File: src/rtl/sobel_pkg.sv
// Constants shared by the sobel frame controller and the sobel engine:
// image geometry, word counts and the one-hot controller state encoding.
package sobel_pkg;

   localparam int image_size  = 128;
   localparam int kernel_size = 3;
   localparam int IN_WORDS    = image_size * image_size;
   localparam int OUT_SIDE    = image_size - kernel_size + 1;
   localparam int OUT_WORDS   = OUT_SIDE * OUT_SIDE;

   typedef logic [4:0] state_t;

   localparam logic [4:0] ST_IDLE       = 5'b00001;
   localparam logic [4:0] ST_LOAD       = 5'b00010;
   localparam logic [4:0] ST_RUN        = 5'b00100;
   localparam logic [4:0] ST_DRAIN_RD   = 5'b01000;
   localparam logic [4:0] ST_DRAIN_WAIT = 5'b10000;

endpackage

File: src/rtl/sobel_drain_reader.sv
// Result drain: issues one GX/GY read per word, presents {GX,GY} on the
// output stream and holds it until accepted; flags the final word with m_last.
module sobel_drain_reader
   import sobel_pkg::*;
#(
   parameter int width                  = 8,
   parameter int G_depth_bits           = 14,
   parameter int NUMBER_OF_OUTPUT_WORDS = OUT_WORDS
) (
   input  logic                    clk_i,
   input  logic                    reset_i,
   input  logic                    clr_i,
   input  logic                    rd_phase_i,
   input  logic                    wait_phase_i,
   input  logic [width-1:0]        gx_data_i,
   input  logic [width-1:0]        gy_data_i,
   input  logic                    m_ready_i,
   output logic                    rd_en_o,
   output logic [G_depth_bits-1:0] rd_addr_o,
   output logic                    m_valid_o,
   output logic [2*width-1:0]      m_data_o,
   output logic                    m_last_o
);

   localparam logic [G_depth_bits-1:0] G_LAST = G_depth_bits'(NUMBER_OF_OUTPUT_WORDS - 1);

   logic [G_depth_bits-1:0] cnt_q, cnt_d;
   logic                    valid_q, valid_d;
   logic                    last_q, last_d;
   logic                    first_q, first_d;
   logic [2*width-1:0]      hold_q, hold_d;
   logic                    take;

   assign take = wait_phase_i & valid_q & m_ready_i;

   always_comb begin
      cnt_d   = cnt_q;
      valid_d = valid_q;
      last_d  = last_q;
      hold_d  = hold_q;
      first_d = rd_phase_i;
      if (clr_i)
         cnt_d = '0;
      else if (take && !last_q)
         cnt_d = cnt_q + G_depth_bits'(1);
      if (rd_phase_i) begin
         valid_d = 1'b1;
         last_d  = (cnt_q == G_LAST);
      end else if (take) begin
         valid_d = 1'b0;
         last_d  = 1'b0;
      end
      if (first_q)
         hold_d = {gx_data_i, gy_data_i};
   end

   always_ff @(posedge clk_i) begin
      if (reset_i) begin
         cnt_q   <= '0;
         valid_q <= 1'b0;
         last_q  <= 1'b0;
         first_q <= 1'b0;
         hold_q  <= '0;
      end else begin
         cnt_q   <= cnt_d;
         valid_q <= valid_d;
         last_q  <= last_d;
         first_q <= first_d;
         hold_q  <= hold_d;
      end
   end

   // RAM data arrives during the first wait cycle; pass it straight through
   // then so a word can be offered every second cycle, and hold it afterwards.
   assign m_data_o  = first_q ? {gx_data_i, gy_data_i} : hold_q;
   assign rd_en_o   = rd_phase_i;
   assign rd_addr_o = cnt_q;
   assign m_valid_o = valid_q;
   assign m_last_o  = last_q;

endmodule

File: src/rtl/sobel_frame_ctrl.sv
// Frame sequencer: loads a pixel frame into A_RAM, runs the sobel engine, then streams {GX,GY}.
// Build option: FRAME_LAST_CHECK_EN enables the sticky s_last framing error on err.
module sobel_frame_ctrl
   import sobel_pkg::*;
#(
   parameter int width                  = 8,
   parameter int A_depth_bits           = 14,
   parameter int G_depth_bits           = 14,
   parameter int NUMBER_OF_INPUT_WORDS  = IN_WORDS,
   parameter int NUMBER_OF_OUTPUT_WORDS = OUT_WORDS
) (
   input  logic                    clk,
   input  logic                    reset,
   input  logic                    s_valid,
   input  logic [width-1:0]        s_data,
   input  logic                    s_last,
   output logic                    s_ready,
   output logic                    A_write_en,
   output logic [A_depth_bits-1:0] A_write_address,
   output logic [width-1:0]        A_write_data_in,
   output logic                    sobel_start,
   input  logic                    sobel_done,
   output logic                    GX_read_en,
   output logic                    GY_read_en,
   output logic [G_depth_bits-1:0] GX_read_address,
   output logic [G_depth_bits-1:0] GY_read_address,
   input  logic [width-1:0]        GX_read_data_out,
   input  logic [width-1:0]        GY_read_data_out,
   output logic                    m_valid,
   output logic [2*width-1:0]      m_data,
   output logic                    m_last,
   input  logic                    m_ready,
   output logic                    busy,
   output logic                    err
);

   localparam logic [A_depth_bits-1:0] A_LAST = A_depth_bits'(NUMBER_OF_INPUT_WORDS - 1);

   state_t                  state_q, state_d;
   logic [A_depth_bits-1:0] addr_q, addr_d;
   logic                    start_q, start_d;
   logic                    accept;
   logic                    last_beat;
   logic                    drain_clr;
   logic                    rd_en;
   logic [G_depth_bits-1:0] rd_addr;

   assign s_ready         = (state_q == ST_IDLE) | (state_q == ST_LOAD);
   assign accept          = s_valid & s_ready;
   assign last_beat       = accept & (addr_q == A_LAST);
   assign A_write_en      = accept;
   assign A_write_address = addr_q;
   assign A_write_data_in = s_data;
   assign sobel_start     = start_q;
   assign busy            = (state_q != ST_IDLE);
   assign drain_clr       = (state_q == ST_RUN) & sobel_done;

   always_comb begin
      state_d = state_q;
      addr_d  = addr_q;
      start_d = start_q;
      case (state_q)
         ST_IDLE, ST_LOAD: begin
            if (last_beat) begin
               addr_d  = '0;
               start_d = 1'b1;
               state_d = ST_RUN;
            end else if (accept) begin
               addr_d  = addr_q + A_depth_bits'(1);
               state_d = ST_LOAD;
            end
         end
         ST_RUN: begin
            if (sobel_done) begin
               start_d = 1'b0;
               state_d = ST_DRAIN_RD;
            end
         end
         ST_DRAIN_RD: state_d = ST_DRAIN_WAIT;
         ST_DRAIN_WAIT: begin
            if (m_valid && m_ready)
               state_d = m_last ? ST_IDLE : ST_DRAIN_RD;
         end
         default: begin
            state_d = ST_IDLE;
            addr_d  = '0;
            start_d = 1'b0;
         end
      endcase
   end

   always_ff @(posedge clk) begin
      if (reset) begin
         state_q <= ST_IDLE;
         addr_q  <= '0;
         start_q <= 1'b0;
      end else begin
         state_q <= state_d;
         addr_q  <= addr_d;
         start_q <= start_d;
      end
   end

`ifdef FRAME_LAST_CHECK_EN
   logic err_q;

   // s_last must mark exactly the final pixel of the frame; any disagreement sticks until reset.
   always_ff @(posedge clk) begin
      if (reset)
         err_q <= 1'b0;
      else if (accept && (s_last != (addr_q == A_LAST)))
         err_q <= 1'b1;
   end

   assign err = err_q;
`else
   logic unused_s_last;

   assign unused_s_last = s_last;
   assign err           = 1'b0;
`endif

   sobel_drain_reader #(
      .width                  (width),
      .G_depth_bits           (G_depth_bits),
      .NUMBER_OF_OUTPUT_WORDS (NUMBER_OF_OUTPUT_WORDS)
   ) u_drain (
      .clk_i        (clk),
      .reset_i      (reset),
      .clr_i        (drain_clr),
      .rd_phase_i   (state_q == ST_DRAIN_RD),
      .wait_phase_i (state_q == ST_DRAIN_WAIT),
      .gx_data_i    (GX_read_data_out),
      .gy_data_i    (GY_read_data_out),
      .m_ready_i    (m_ready),
      .rd_en_o      (rd_en),
      .rd_addr_o    (rd_addr),
      .m_valid_o    (m_valid),
      .m_data_o     (m_data),
      .m_last_o     (m_last)
   );

   assign GX_read_en      = rd_en;
   assign GY_read_en      = rd_en;
   assign GX_read_address = rd_addr;
   assign GY_read_address = rd_addr;

endmodule

File: config.mk
export PLATFORM = sky130hd
export DESIGN_NAME = sobel_frame_ctrl
export DESIGN_NICKNAME = d
export VERILOG_FILES = /design/src/rtl/sobel_pkg.sv /design/src/rtl/sobel_drain_reader.sv /design/src/rtl/sobel_frame_ctrl.sv
export SDC_FILE = /design/constraint.sdc
export NUM_CORES = 1
export LEC_CHECK = 0
export ABC_AREA = 0
export BUFFER_PORTS_ARGS = -buffer_cell sky130_fd_sc_hd__buf_2
export CORE_MARGIN = 4
export CORE_UTILIZATION = 40
export DETAILED_ROUTE_END_ITERATION = 10
export GPL_TIMING_DRIVEN = 0
export PLACE_DENSITY = 0.72
export SLEW_MARGIN = 25
export SYNTH_ARGS = -nofsm -noshare
export SYNTH_HDL_FRONTEND = slang
export SYNTH_SLANG_ARGS = --single-unit
export TNS_END_PERCENT = 20
File: constraint.sdc
create_clock -name clk -period 2.3 [get_ports clk]
set_input_delay 0.46 -clock clk [delete_from_list [all_inputs] [get_ports clk]]
set_output_delay 0.46 -clock clk [all_outputs]
set_load 0.02 [all_outputs]
Word level (Yosys, flattened, before mapping). Index checks and enable logic that the tools add are counted.

Equality and inequality tests: 12. Add/sub/neg operators: 2. Muxes and demuxes: 16. Reduce and logical (&&, ||, !) cells: 11. Bitwise operators: 8.

Operators with widths (number): adder 14 x 1 -> 14 bit, second input constant (2); == test 14 bit, second input constant (2); two-way mux 14 bit (2); case mux 14 bit (2 select lines) (1); two-way mux 5 bit (4); case mux 5 bit (4 select lines) (1); two-way mux 16 bit (1); != test 2 bit, second input constant (3); AND reduction 3 bit (2); OR reduction 2 bit (3); AND 1 bit (5); == test 5 x 1 -> 1 bit, second input constant (1); == test 5 x 2 -> 1 bit, second input constant (1); == test 5 x 3 -> 1 bit, second input constant (1); == test 5 x 4 -> 1 bit, second input constant (1); == test 5 bit, second input constant (1); two-way mux 1 bit (5); != test 5 x 1 -> 1 bit, second input constant (1); two-way mux 4 bit (1); != test 3 bit, second input constant (1); case mux 1 bit (3 select lines) (1); OR reduction 3 bit (1); logical AND 1 bit (2); NOT 1 bit (2); other kinds (4) (4).

Input bits: 30. Output and inout bits: 75. Bits in registers: 53. Word-level logic and storage cells: 57.

Longest topological paths before layout. Gate-level depths: netlist (run 1).

Word-level depth: 6. Depth in mapped cells: 8. Gate-level depth less buffers: 6.

By module. From an unflattened synthesis (run 1), not the netlist that was laid out.

Cells, all modules: 330. Area total of the unflattened synthesis: 2969.1 µm².

Modules (own cells, without submodules): sobel_frame_ctrl (seq. area each 400.4 µm², times used 1, area an instance 1562.7 µm², cells an instance 187); sobel_drain_reader (seq. area each 660.6 µm², times used 1, area an instance 1406.3 µm², cells an instance 143).

Least setup slack after synthesis (run 1). Ideal clock, no wire load.

Path type: reg-to-reg. Start point: register addr_q[0] (netlist: A_write_address[0]). End point: register addr_q[11] (netlist: A_write_address[11]). Clock period less this slack: 2.032 ns. Slack: 0.268 ns. Required time: 2.183 ns. Library setup time: 0.117 ns. Buffers on the path: 0. Data arrival time: 1.914 ns. Cell stages (with the launch flop): 7. Cell sequence: dfxtp_1 > ha_1 > nand3_1 > nor4_1 > nand2b_1 > o21ai_0 > a32o_1.

Word-level cells in the longest chain between the ends: 4. Elaborated cells on any way between the ends: 8. Those cells by class: 1 x add/sub; 2 x eq/ne; 3 x mux; 1 x bitwise; 1 x reduce/logical.

Ends and longest elaborated chain: start, declared (RTL line sobel_frame_ctrl.sv:40) `logic [A_depth_bits-1:0] addr_q, addr_d;`; start signal, assigned (RTL line sobel_frame_ctrl.sv:99) `addr_q <= addr_d;`; adder 14 x 1 -> 14 bit / == test 14 bit (equally long branches) (RTL line sobel_frame_ctrl.sv:69, sobel_frame_ctrl.sv:50); two-way mux 14 bit / AND 1 bit (equally long branches) (RTL line sobel_frame_ctrl.sv:68, sobel_frame_ctrl.sv:50); two-way mux 14 bit / != test 3 bit (equally long branches); case mux 14 bit (2 select lines) / AND reduction 2 bit (equally long branches).

Parallel ways exist; a longest one is shown, timed or not. The select of a mux whose other input is x is not followed. A chain may end at the register's enable or synchronous reset.

Worst setup path in the final report (run 1).
Start point: register state_q[1]. End point: output port A_write_en.

Word-level cells in the longest chain between the ends: 3. Elaborated cells on any way between the ends: 4. Those cells by class: 2 x eq/ne; 2 x bitwise.

Ends and longest elaborated chain: start, declared (RTL line sobel_frame_ctrl.sv:39) `state_t state_q, state_d;`; start signal, assigned (RTL line sobel_frame_ctrl.sv:98) `state_q <= state_d;`; == test 5 x 1 -> 1 bit / == test 5 x 2 -> 1 bit (equally long branches) (RTL line sobel_frame_ctrl.sv:48) `assign s_ready = (state_q == ST_IDLE) | (state_q == ST_LOAD);`; OR 1 bit * (RTL line sobel_frame_ctrl.sv:48); AND 1 bit * (RTL line sobel_frame_ctrl.sv:49) `assign accept = s_valid & s_ready;`; end, declared (RTL line sobel_frame_ctrl.sv:18) `output logic A_write_en,`.

Mark *: on every way between the ends. The rest lies on a longest branch, timed or not.

==> results of run 1 <==
[worst paths after layout]
path / start / to / slack (ns) / depth (start not counted)
max: state_q[1] / A_write_en / 0.03 / 6
min: m_ready / u_drain.m_valid_o / 0.44 / 4
max reg2reg: state_q[1] / A_write_address[2] / 0.17 / 7
min reg2reg: u_drain.m_valid_o / u_drain.m_valid_o / 0.48 / 2
[cell usage in the layout (no fill, tap or decap), drive strengths merged, types with 2 or more instances in the layout]
master,Yosys,final
ha,2,2
and3,4,4
a32o,7,7
xnor2,2,2
xor2,8,8
a21oi,16,16
buf,31,126
nor3b,5,5
o211a,3,3
or3,5,5
nor3,9,9
and2,20,20
inv,6,6
o21ai,11,11
nand3b,2,2
nand4,13,13
nand3,11,11
mux2,16,16
mux2i,3,3
o211ai,3,3
nor4b,2,2
nand2,17,17
clkbuf,8,13
or4,2,2
or2,2,2
dfxtp,53,53
bufinv,0,2
nor4,7,7
nor2,21,21
[routing by layer]
layer / vias to the layer above / track usage, % / routed length, um
met1: 1176 / 20.5 / 2930
met4: 0 / 4.46 / 55
li1: 1263 / - / -
met3: 4 / 4.00 / 472
met5: - / 0 / 0
met2: 92 / 27.3 / 3250
[flip-flops by register name, indices dropped and copies added, names as in the netlist]
name	flops
u_drain.m_valid_o	1
sobel_start	1
u_drain.rd_addr_o	14
u_drain.hold_q	16
A_write_address	14
u_drain.m_last_o	1
state_q	5
u_drain.first_q	1
[report_power, final]
group / switching, mW / internal [mW]
registers: 0.0263 / 0.950
logic: 0.488 / 0.268
clock network: 0.313 / 0.432
[metrics by stage]
stage	total power, mW	hold slack [ns]	setup slack, ns
CTS	2.47	0.428	0.00567
detailed placement	1.72	0.471	-0.0110
floorplan	1.52	0.544	0.268
finish	2.48	0.437	0.0269
global route	2.61	0.458	-0.0884
global placement	1.72	0.457	-0.0162
[worst max-delay path, stage by stage (launching register included)]
cell and delay (ns):
dfxtp_1 0.31, buf_2 0.15, nor3_1 0.25, nand3b_1 0.34
o211ai_1 0.24, nor2_1 0.06, buf_2 0.16
[area by class of cell]
type | instances | share of cell area (%)
Multi-Input combinational cell | 204 | 40.2
Timing Repair Buffer | 95 | 13.9
Clock buffer | 5 | 2.00
Buffer | 39 | 7.67
Clock inverter | 3 | 1.89
Tap cell | 77 | 2.80
Inverter | 6 | 0.727
Sequential cell | 53 | 30.8
[timing repair]
item,CTS,global route
gates cloned,0,0
setup endpoints to repair,11,32
setup buffers,1,0
pin swaps,2,1
gates resized for setup,2,6
[cell families (layout without fill, tap and decap cells)]
| kind of cell | Yosys count | count (layout) | share of synthesized area, % |
|---|---|---|---|
| simple gates | 124 | 124 | 26.3 |
| flops | 53 | 53 | 39.1 |
| compound gates | 48 | 48 | 12.2 |
| buf+inv | 45 | 148 | 10.4 |
| mux | 19 | 19 | 7.74 |
| xor+xnor | 10 | 10 | 3.22 |
| fa+ha+maj | 2 | 2 | 0.921 |
| other cells | 1 | 1 | 0.138 |
==> run metrics, run 1 <==
status complete, no violations; flops & latches, synth 53; max cap viols 0; CP Class reg -> out; Die Span Y 90.4 um; final instance area 0.00344 mm^2; Final Util about 53%; CTS sink count 53; clock-pin slew on the worst setup and hold paths 0.09 ns; Mapped Avg Cell Area 8.99 um^2; Tcrit/Tclk final roughly 99%; Num CTS Buffers 5; measured slew at the worst slew-check pin 0.543 ns; fmax between 400 and 500 MHz; Port Buf Inserts 94; total die area between 0.008 and 0.009 mm^2; final antenna-violating net count 0; hold_buf cts 0; multi-input logic area 0.00138 mm^2; sequential cell area 0.00106 mm^2; Post-DP HPWL 5030 um; final hold vios 0; Yosys top cell by area dfxtp_1; layout cells sized above 1 between 30% and 40%; CTS max path bufs 2; std cell rows 29; Iter 0 DRT Violations about 150; Diodes inserted 0; vias in the first global route about 2400; WL/cell 13.9 um; synthesized area 0.00272 mm^2; Pins Over Slew Limit 0; first drt pass iteration count 4; drt drc 0; Initial Utilization 42.1%; die width 90.4 um; non-filler cells, final just under 500; largest net degree at the start of global routing 17; Seq/Total Area, Yosys 39.1%; htree depth 2; # nets final 436; Inst Count DP 473; Critical Path End Type output port; RSZ-0062 raised after global routing yes; routed via count 2535; Clock Skews approximately 0.006 ns; Gate Count Post-Synth 302; post-synthesis net count 334; main area contributors after synthesis dfxtp_1 (39%), buf_4 (6.9%), mux2_2 (6.6%); fillers about 640; Yosys cell types 50; commonest cells in the netlist dfxtp_1 (53), buf_4 (25), and2_1 (20), nor2_1 (20), nand2_1 (17); core area roughly 0.0065 mm^2; gr usage total 16.2%; gpl congestion 0.837; I/O pin count about 110; most frequent cell after synthesis dfxtp_1; Hold Crit Class in -> reg; detail-routed via count per cell 5.26; min cycle time layout 2.27 ns; global-route wire length before repair between 10000 and 15000 um; Post-synth EDFFs 0; CP max FO 10; CTS tree done; Root Driver clkbuf_8; VDD IR max 0.422 mV; placed cell area 0.00328 mm^2; Synth-to-Final Area Change 26.7%; initial antenna violation count 0; startpoint types flop; Worst EP required 1.84 ns; Final setup violation count 0; setup TNS 0 ns; routed wire length 6710 um; crit path DAT 1.81 ns; pwr dens 720 mW/mm^2; Leakage about 1.6 nW; aggregate global routing overflow 0; ys async rst share 0%; Synth top area share 39.1%; Synth warnings 0; prevailing post-synth register cell dfxtp_1; Clock Latency Late Sink 0.31 ns; Rel. slew slack 63.5%
No activity file was read; power rests on OpenSTA's default activity.
==> inputs of run 2 (changes only) <==
--- a/config.mk
+++ b/config.mk
@@ -5,13 +5,13 @@
 export SDC_FILE = /design/constraint.sdc
 export NUM_CORES = 1
 export LEC_CHECK = 0
-export ABC_AREA = 0
+export ABC_AREA = 1
 export BUFFER_PORTS_ARGS = -buffer_cell sky130_fd_sc_hd__buf_2
 export CORE_MARGIN = 4
 export CORE_UTILIZATION = 40
 export DETAILED_ROUTE_END_ITERATION = 10
 export GPL_TIMING_DRIVEN = 0
-export PLACE_DENSITY = 0.72
+export PLACE_DENSITY = 0.71
 export SLEW_MARGIN = 25
 export SYNTH_ARGS = -nofsm -noshare
 export SYNTH_HDL_FRONTEND = slang
==> constraint.sdc (replaced) <==
create_clock -name clk -period 2.3 [get_ports clk]
set_input_delay 0 -clock clk [delete_from_list [all_inputs] [get_ports clk]]
set_output_delay 0 -clock clk [all_outputs]
set_load 0.02 [all_outputs]
==> run metrics, run 2 <==
status complete, no violations (unchanged); final hold vios 0 (unchanged); Mapped Avg Cell Area 6.71 um^2 (was 8.99 um^2); main area contributors after synthesis dfxtp_1 (37%), nand2_1 (18%), a21oi_1 (7.0%) (was dfxtp_1 (39%), buf_4 (6.9%), mux2_2 (6.6%)); Reg2Reg Depth 8 (was 7); P_sw 720 uW (was 826 uW); aggregate global routing overflow 0 (unchanged); final antenna-violating net count 0 (unchanged); Root Driver clkbuf_8 (unchanged); Synth top area share 37.3% (was 39.1%); Final setup violation count 0 (unchanged); Yosys top cell by area dfxtp_1 (unchanged); Logic pwr share 25.8% (was 30.5%); ys async rst share 0% (unchanged); largest net degree at the start of global routing 16 (was 17); # nets final 572 (was 436); Leakage 1.81 nW (was 1.63 nW); CP Class reg -> reg (was reg -> out); Post-DP HPWL 5420 um (was 5030 um); max cap viols 0 (unchanged); Synth-to-Final Area Change 30.3% (was 26.7%); worst reg2reg path endpoint A_write_address[13] (was A_write_address[2]); routed wire length 7240 um (was 6710 um); initial antenna violation count 0 (unchanged); Yosys cell types 31 (was 50); I/O pin count 105 (unchanged); CTS tree done (unchanged); Die Span Y 92.3 um (was 90.4 um); Worst setup startpoint A_write_address[1] (was state_q[1]); first drt pass iteration count 4 (unchanged); Num CTS Buffers 5 (unchanged); CP max FO 6 (was 10); drt drc 0 (unchanged); Tcrit/Tclk final 77.1% (was 98.8%); post-synthesis net count 456 (was 334); Synth warnings 0 (unchanged); Port Buf Inserts 93 (was 94); Diodes inserted 0 (unchanged); Post-synth EDFFs 0 (unchanged); Seq/Total Area, Yosys 37.3% (was 39.1%); Place WS 0.538 ns (was -0.0110 ns); gpl congestion 0.887 (was 0.837); most frequent cell after synthesis nand2_1 (was dfxtp_1); routed via count 3008 (was 2535); critical register-to-register path startpoint A_write_address[1] (was state_q[1]); Clock Skews 0.0101 ns (was 0.00591 ns); FF-to-FF setup slack 0.53 ns (was 0.17 ns); std cell rows 30 (was 29); pwr dens 598 mW/mm^2 (was 720 mW/mm^2); Worst EP required 2.49 ns (was 1.84 ns); synthesized area 0.00284 mm^2 (was 0.00272 mm^2); Pins Over Slew Limit 0 (unchanged); flops & latches, synth 53 (unchanged); prevailing post-synth register cell dfxtp_1 (unchanged); total die area 0.00852 mm^2 (was 0.00817 mm^2); Switching Share 32.5% (was 33.4%); most frequent cells in the layout nand2_1 (133), buf_2 (95), dfxtp_1 (53) (was buf_2 (97), dfxtp_1 (53), buf_4 (26)); min cycle time layout 1.77 ns (was 2.27 ns); CTS sink count 53 (unchanged); Iter 0 DRT Violations 89 (was 147); detail-routed via count per cell 4.72 (was 5.26); Clk pwr share 29.7% (was 30.1%); die width 92.3 um (was 90.4 um); core area 0.00687 mm^2 (was 0.00646 mm^2); gr usage total 17.1% (was 16.2%); crit path DAT 1.97 ns (was 1.81 ns); crit path capture A_write_address[13] (was A_write_en); WL/cell 11.4 um (was 13.9 um); VDD IR max 0.259 mV (was 0.422 mV); Gate Count Post-Synth 424 (was 302); internal power 1.50 mW (was 1.65 mW); CTS max path bufs 2 (unchanged); Biggest register u_drain.hold_q (unchanged); clock-pin slew on the worst setup and hold paths 0.10 ns (was 0.09 ns); global-route wire length before repair 12100 um (was 11200 um); commonest cells in the netlist nand2_1 (133), dfxtp_1 (53), a21oi_1 (40), inv_1 (40), nor2_1 (35) (was dfxtp_1 (53), buf_4 (25), and2_1 (20), nor2_1 (20), nand2_1 (17)); RSZ-0062 raised after global routing no (was yes); Hold Crit Class in -> reg (unchanged); vias in the first global route 2787 (was 2356); setup TNS 0 ns (unchanged); layout cells sized above 1 27.0% (was 39.8%); Initial Utilization 41.4% (was 42.1%); startpoint types flop (unchanged); Flop pwr share 44.6% (was 39.4%); max reg flops 16 (unchanged); Critical Path End Type flop (was output port); final setup margin 0.526 ns (was 0.0269 ns); Clock Latency Late Sink 0.31 ns (about the same); commonest non-fill, non-tap cell in the layout nand2_1 (was buf_2); htree depth 2 (unchanged); fmax 564 MHz (was 440 MHz)
==> run 2: changes by cell type in the layout (fill, tap and decap cells not counted), sizes merged, moves of 5 or more <==
cell         before  now
or3               5    0
nor4              7    1
inv               6   42
and2             20    0
nand3            11   25
mux2             16    0
a21oi            16   41
dlygate4sd3       0   16
a32o              7    0
nor2             21   42
nand2            17  136
==> run 2: through the flow <==
step | cell area [um^2] | cells | utilization, % | power [mW] | hold slack, ns
6_report | 3710 | 637 | 54.0 | 2.22 | 0.0368
5_1_grt | 3710 | 637 | 54.0 | 2.35 | 0.0544
4_1_cts | 3710 | 637 | 54.0 | 2.25 | 0.0310
3_5_place_dp | 3430 | 613 | 49.9 | 1.56 | 0.219
3_3_place_gp | 3430 | 613 | 49.9 | 1.56 | 0.220
2_1_floorplan | 2840 | 424 | - | 1.40 | 0.113
==> run 2: timing repair <==
action,4_1_cts,5_1_grt
buffers inserted,0,0
endpoints found under the hold margin,16,0
hold buffers,16,0
endpoints found under the setup margin,0,0
gates resized for setup,0,0
==> run 2: final cells by class <==
cell class / instances / area, um^2
fill: 696 / 3160
multi-input combinational: 295 / 1390
sequential: 53 / 1060
timing repair buffer: 109 / 626
buffer: 34 / 235
inverter: 42 / 158
tap: 96 / 120
clock buffer: 7 / 86.3
clock inverter: 1 / 30.0
==> run 2: worst min-delay path by stage <==
stage,depth (start not counted),slack (ns),start,endpoint
after floorplan,1,0.11,s_data[0],A_write_data_in[0]
after global placement,2,0.22,s_data[3],A_write_data_in[3]
after global routing,4,0.05,sobel_done,state_q[2]
after detailed placement,2,0.22,s_data[0],A_write_data_in[0]
after CTS,4,0.03,sobel_done,state_q[2]
final,4,0.04,sobel_done,u_drain.rd_addr_o[2]
==> run 2: routing by layer <==
layer	wire length [um]	vias up	track usage (%)
li1	-	1559	-
met1	3240	1340	21.1
met2	3450	100	30.3
met3	456	9	3.33
met4	95	0	4.58
met5	0	-	0
==> run 2: critical path: stages (launching register included) <==
cell     delay, ns
dfxtp_1       0.41
ha_1          0.23
nand2_1       0.12
nor2_2        0.13
nand2_1       0.13
nor2_1        0.19
a21oi_2       0.11
o21ai_2       0.27
nor2_1        0.08
==> run 2: cell families (layout without fill, tap and decap cells) <==
kind of cell,Yosys count,after routing,share of synthesized area [%]
other cells,1,1,0.132
simple gates,229,229,35.0
fa+ha+maj,2,2,0.880
flops,53,53,37.3
buf+inv,76,193,13.8
compound gates,53,53,9.77
xor+xnor,10,10,3.08
==> run 2: power groups by stage <==
| stage | logic [mW] | registers [mW] | clock network, mW |
|---|---|---|---|
| after floorplan | 0.375 | 1.02 | 0 |
| after global routing | 0.640 | 0.992 | 0.723 |
| after global placement | 0.552 | 1.01 | 0 |
| after detailed placement | 0.556 | 1.01 | 0 |
| final | 0.571 | 0.988 | 0.658 |
| after CTS | 0.580 | 0.987 | 0.688 |
==> inputs of run 3 (changes only) <==
--- a/config.mk
+++ b/config.mk
@@ -11,7 +11,7 @@
 export CORE_UTILIZATION = 40
 export DETAILED_ROUTE_END_ITERATION = 10
 export GPL_TIMING_DRIVEN = 0
-export PLACE_DENSITY = 0.71
+export PLACE_DENSITY = 0.74
 export SLEW_MARGIN = 25
 export SYNTH_ARGS = -nofsm -noshare
 export SYNTH_HDL_FRONTEND = slang
==> constraint.sdc (replaced) <==
create_clock -name clk -period 1.5 [get_ports clk]
set_input_delay 0 -clock clk [delete_from_list [all_inputs] [get_ports clk]]
set_output_delay 0 -clock clk [all_outputs]
set_load 0.02 [all_outputs]
==> run metrics, run 3 (same netlist as run 2, synthesis figures left out) <==
gpl congestion 0.885 (was 0.887); final hold vios 0 (unchanged); clock-pin slew on the worst setup and hold paths 0.10 ns (about the same); total die area 0.00852 mm^2 (unchanged); Hold Crit Class in -> reg (unchanged); Leakage 1.93 nW (was 1.81 nW); max reg flops 16 (unchanged); WL/cell 12.0 um (was 11.4 um); CP cell instances ha_4 > nand2_4 > nor2_4 > nand2_4 > nor2_4 > a21oi_4 > o21ai_4 > nor2_1 (was ha_1 > nand2_1 > nor2_2 > nand2_1 > nor2_1 > a21oi_2 > o21ai_2 > nor2_1); commonest non-fill, non-tap cell in the layout nand2_1 (unchanged); die width 92.3 um (unchanged); Num CTS Buffers 5 (unchanged); first drt pass iteration count 4 (unchanged); Rel. slew slack between 60% and 70%; VDD IR max 0.458 mV (was 0.259 mV); initial antenna violation count 0 (unchanged); Hold EP u_drain.rd_addr_o[2] (unchanged); hold-critical path depth 4 (unchanged); Inst Count DP 613 (unchanged); largest net degree at the start of global routing 16 (unchanged); RSZ-0062 raised after global routing yes (was no); max cap viols 0 (unchanged); FF-to-FF setup slack 0.009 ns (was 0.53 ns); Port Buf Inserts 93 (unchanged); hold_sp sobel_done (unchanged); final total power 3.52 mW (was 2.22 mW); Final setup violation count 0 (unchanged); CTS max path bufs 2 (unchanged); CP max FO 6 (unchanged); pwr dens 887 mW/mm^2 (was 598 mW/mm^2); vias in the first global route 2738 (was 2787); gr usage total 16.9% (was 17.1%); CP Class reg -> reg (unchanged); non-filler cells, final 649 (was 637); status complete, no violations (unchanged); Initial Utilization 41.4% (unchanged); Pins Over Slew Limit 0 (unchanged); CP peak stage delay 0.39 ns (was 0.41 ns); Diodes inserted 0 (unchanged); global-route wire length before repair 12100 um (about the same); Clock Latency Late Sink 0.31 ns (about the same); Reg2Reg Depth 8 (unchanged); htree depth 2 (unchanged); min cycle time layout 1.49 ns (was 1.77 ns); routed via count 3111 (was 3008); Die Span Y 92.3 um (unchanged); CTS tree done (unchanged); I/O pin count 105 (unchanged); aggregate global routing overflow 0 (unchanged); Critical Path End Type flop (unchanged); startpoint types flop (unchanged); placed cell area 0.00346 mm^2 (was 0.00343 mm^2); Synth-to-Final Area Change 39.4% (was 30.3%); measured slew at the worst slew-check pin 0.536 ns; layout cells sized above 1 36.0% (was 27.0%); Final Util 57.7% (was 54.0%); critical register-to-register path startpoint A_write_address[1] (unchanged); drt drc 0 (unchanged); CTS sink count 53 (unchanged); worst reg2reg path endpoint A_write_address[5] (was A_write_address[13]); CP top delay family simple AND/OR/NAND/NOR gates (unchanged); Root Driver clkbuf_8 (unchanged); detail-routed via count per cell 4.79 (was 4.72); final antenna-violating net count 0 (unchanged); std cell rows 30 (unchanged); crit path DAT 1.69 ns (was 1.97 ns); most frequent cells in the layout nand2_1 (130), buf_2 (93), a21oi_1 (39) (was nand2_1 (133), buf_2 (95), dfxtp_1 (53)); # nets final 584 (was 572); final instance area 0.00397 mm^2 (was 0.00371 mm^2); Biggest register u_drain.hold_q (unchanged); Worst EP required 1.70 ns (was 2.49 ns); CP max-delay cell dfxtp_4 (was dfxtp_1); Post-DP HPWL 5470 um (was 5420 um); Buf/Inv on CP 0 (unchanged); fmax 671 MHz (was 564 MHz); fillers 667 (was 696); Tcrit/Tclk final 99.4% (was 77.1%); core area 0.00687 mm^2 (unchanged); Iter 0 DRT Violations 93 (was 89); Clock Skews 0.00962 ns (was 0.0101 ns); routed wire length 7820 um (was 7240 um)
run 3: changes by cell type in the layout (fill, tap and decap cells not counted), moves of 3 or more:
cell / previous run / this run
nor3_1: 10 / 6
nor2_4: 3 / 9
buf_4: 24 / 38
inv_2: 2 / 5
dfxtp_1: 53 / 35
nand2_1: 133 / 130
dfxtp_4: 0 / 5
nor3_2: 0 / 3
dfxtp_2: 0 / 13
inv_1: 40 / 37
nor2_1: 35 / 29
nand2_4: 0 / 4
run 3: worst register-to-register path, delay by kind of cell (launching register included):
family	cells	cell delay (ns)
AOI/OAI and AO/OA	2	0.32
adders and majority gates	1	0.17
DFF	1	0.39
and+or+nand+nor	5	0.51
run 3: where the power goes:
part	switching [mW]	total (mW)	internal, mW
sequential	0.0846	1.56	1.48
combinational	0.698	1.16	0.462
clock	0.463	0.794	0.332
total	1.25	3.52	2.27
run 3: per-stage QoR:
step | setup TNS (ns) | hold slack, ns | setup slack (ns)
finish | 0 | 0.0147 | 0.00924
global route | -1.04 | 0.0417 | -0.103
CTS | -0.0552 | 0.0211 | -0.0267
detailed placement | -0.879 | 0.219 | -0.119
global placement | -0.876 | 0.219 | -0.125
floorplan | 0 | 0.113 | 0.0246
run 3: area by class of cell:
cell class | instances | area, um^2 | area share [%]
multi-input cells | 295 | 1540 | 38.9
flip-flops and latches | 53 | 1100 | 27.6
repair buffers | 122 | 723 | 18.2
plain buffers | 33 | 241 | 6.09
inverters | 42 | 158 | 3.98
well taps | 96 | 120 | 3.03
clock buffers | 7 | 76.3 | 1.92
clock inverters | 1 | 7.51 | 0.189
run 3: worst max path at each step:
stage	start	to	slack, ns	cells after the start
detailed placement	u_drain.rd_addr_o[0]	u_drain.rd_addr_o[12]	-0.12	7
floorplan	A_write_address[2]	A_write_address[13]	0.02	7
CTS	A_write_address[1]	A_write_address[13]	-0.03	8
global route	A_write_address[1]	A_write_address[13]	-0.10	8
global placement	u_drain.rd_addr_o[0]	u_drain.rd_addr_o[12]	-0.13	7
finish	A_write_address[1]	A_write_address[5]	0.009	8
run 3: what timing repair did:
action	CTS	global route
setup endpoints to repair	38	43
hold buffers	16	0
buffers inserted	0	13
resized for setup	14	44
hold endpoints to repair	16	0
pin swaps	4	7
run 3: routing by layer:
layer	GRT usage, %	wire (um)	up-vias
met2	29.1	3860	105
met5	0	0	-
met4	5.32	160	0
li1	-	-	1579
met1	21.0	3380	1410
met3	3.41	420	17
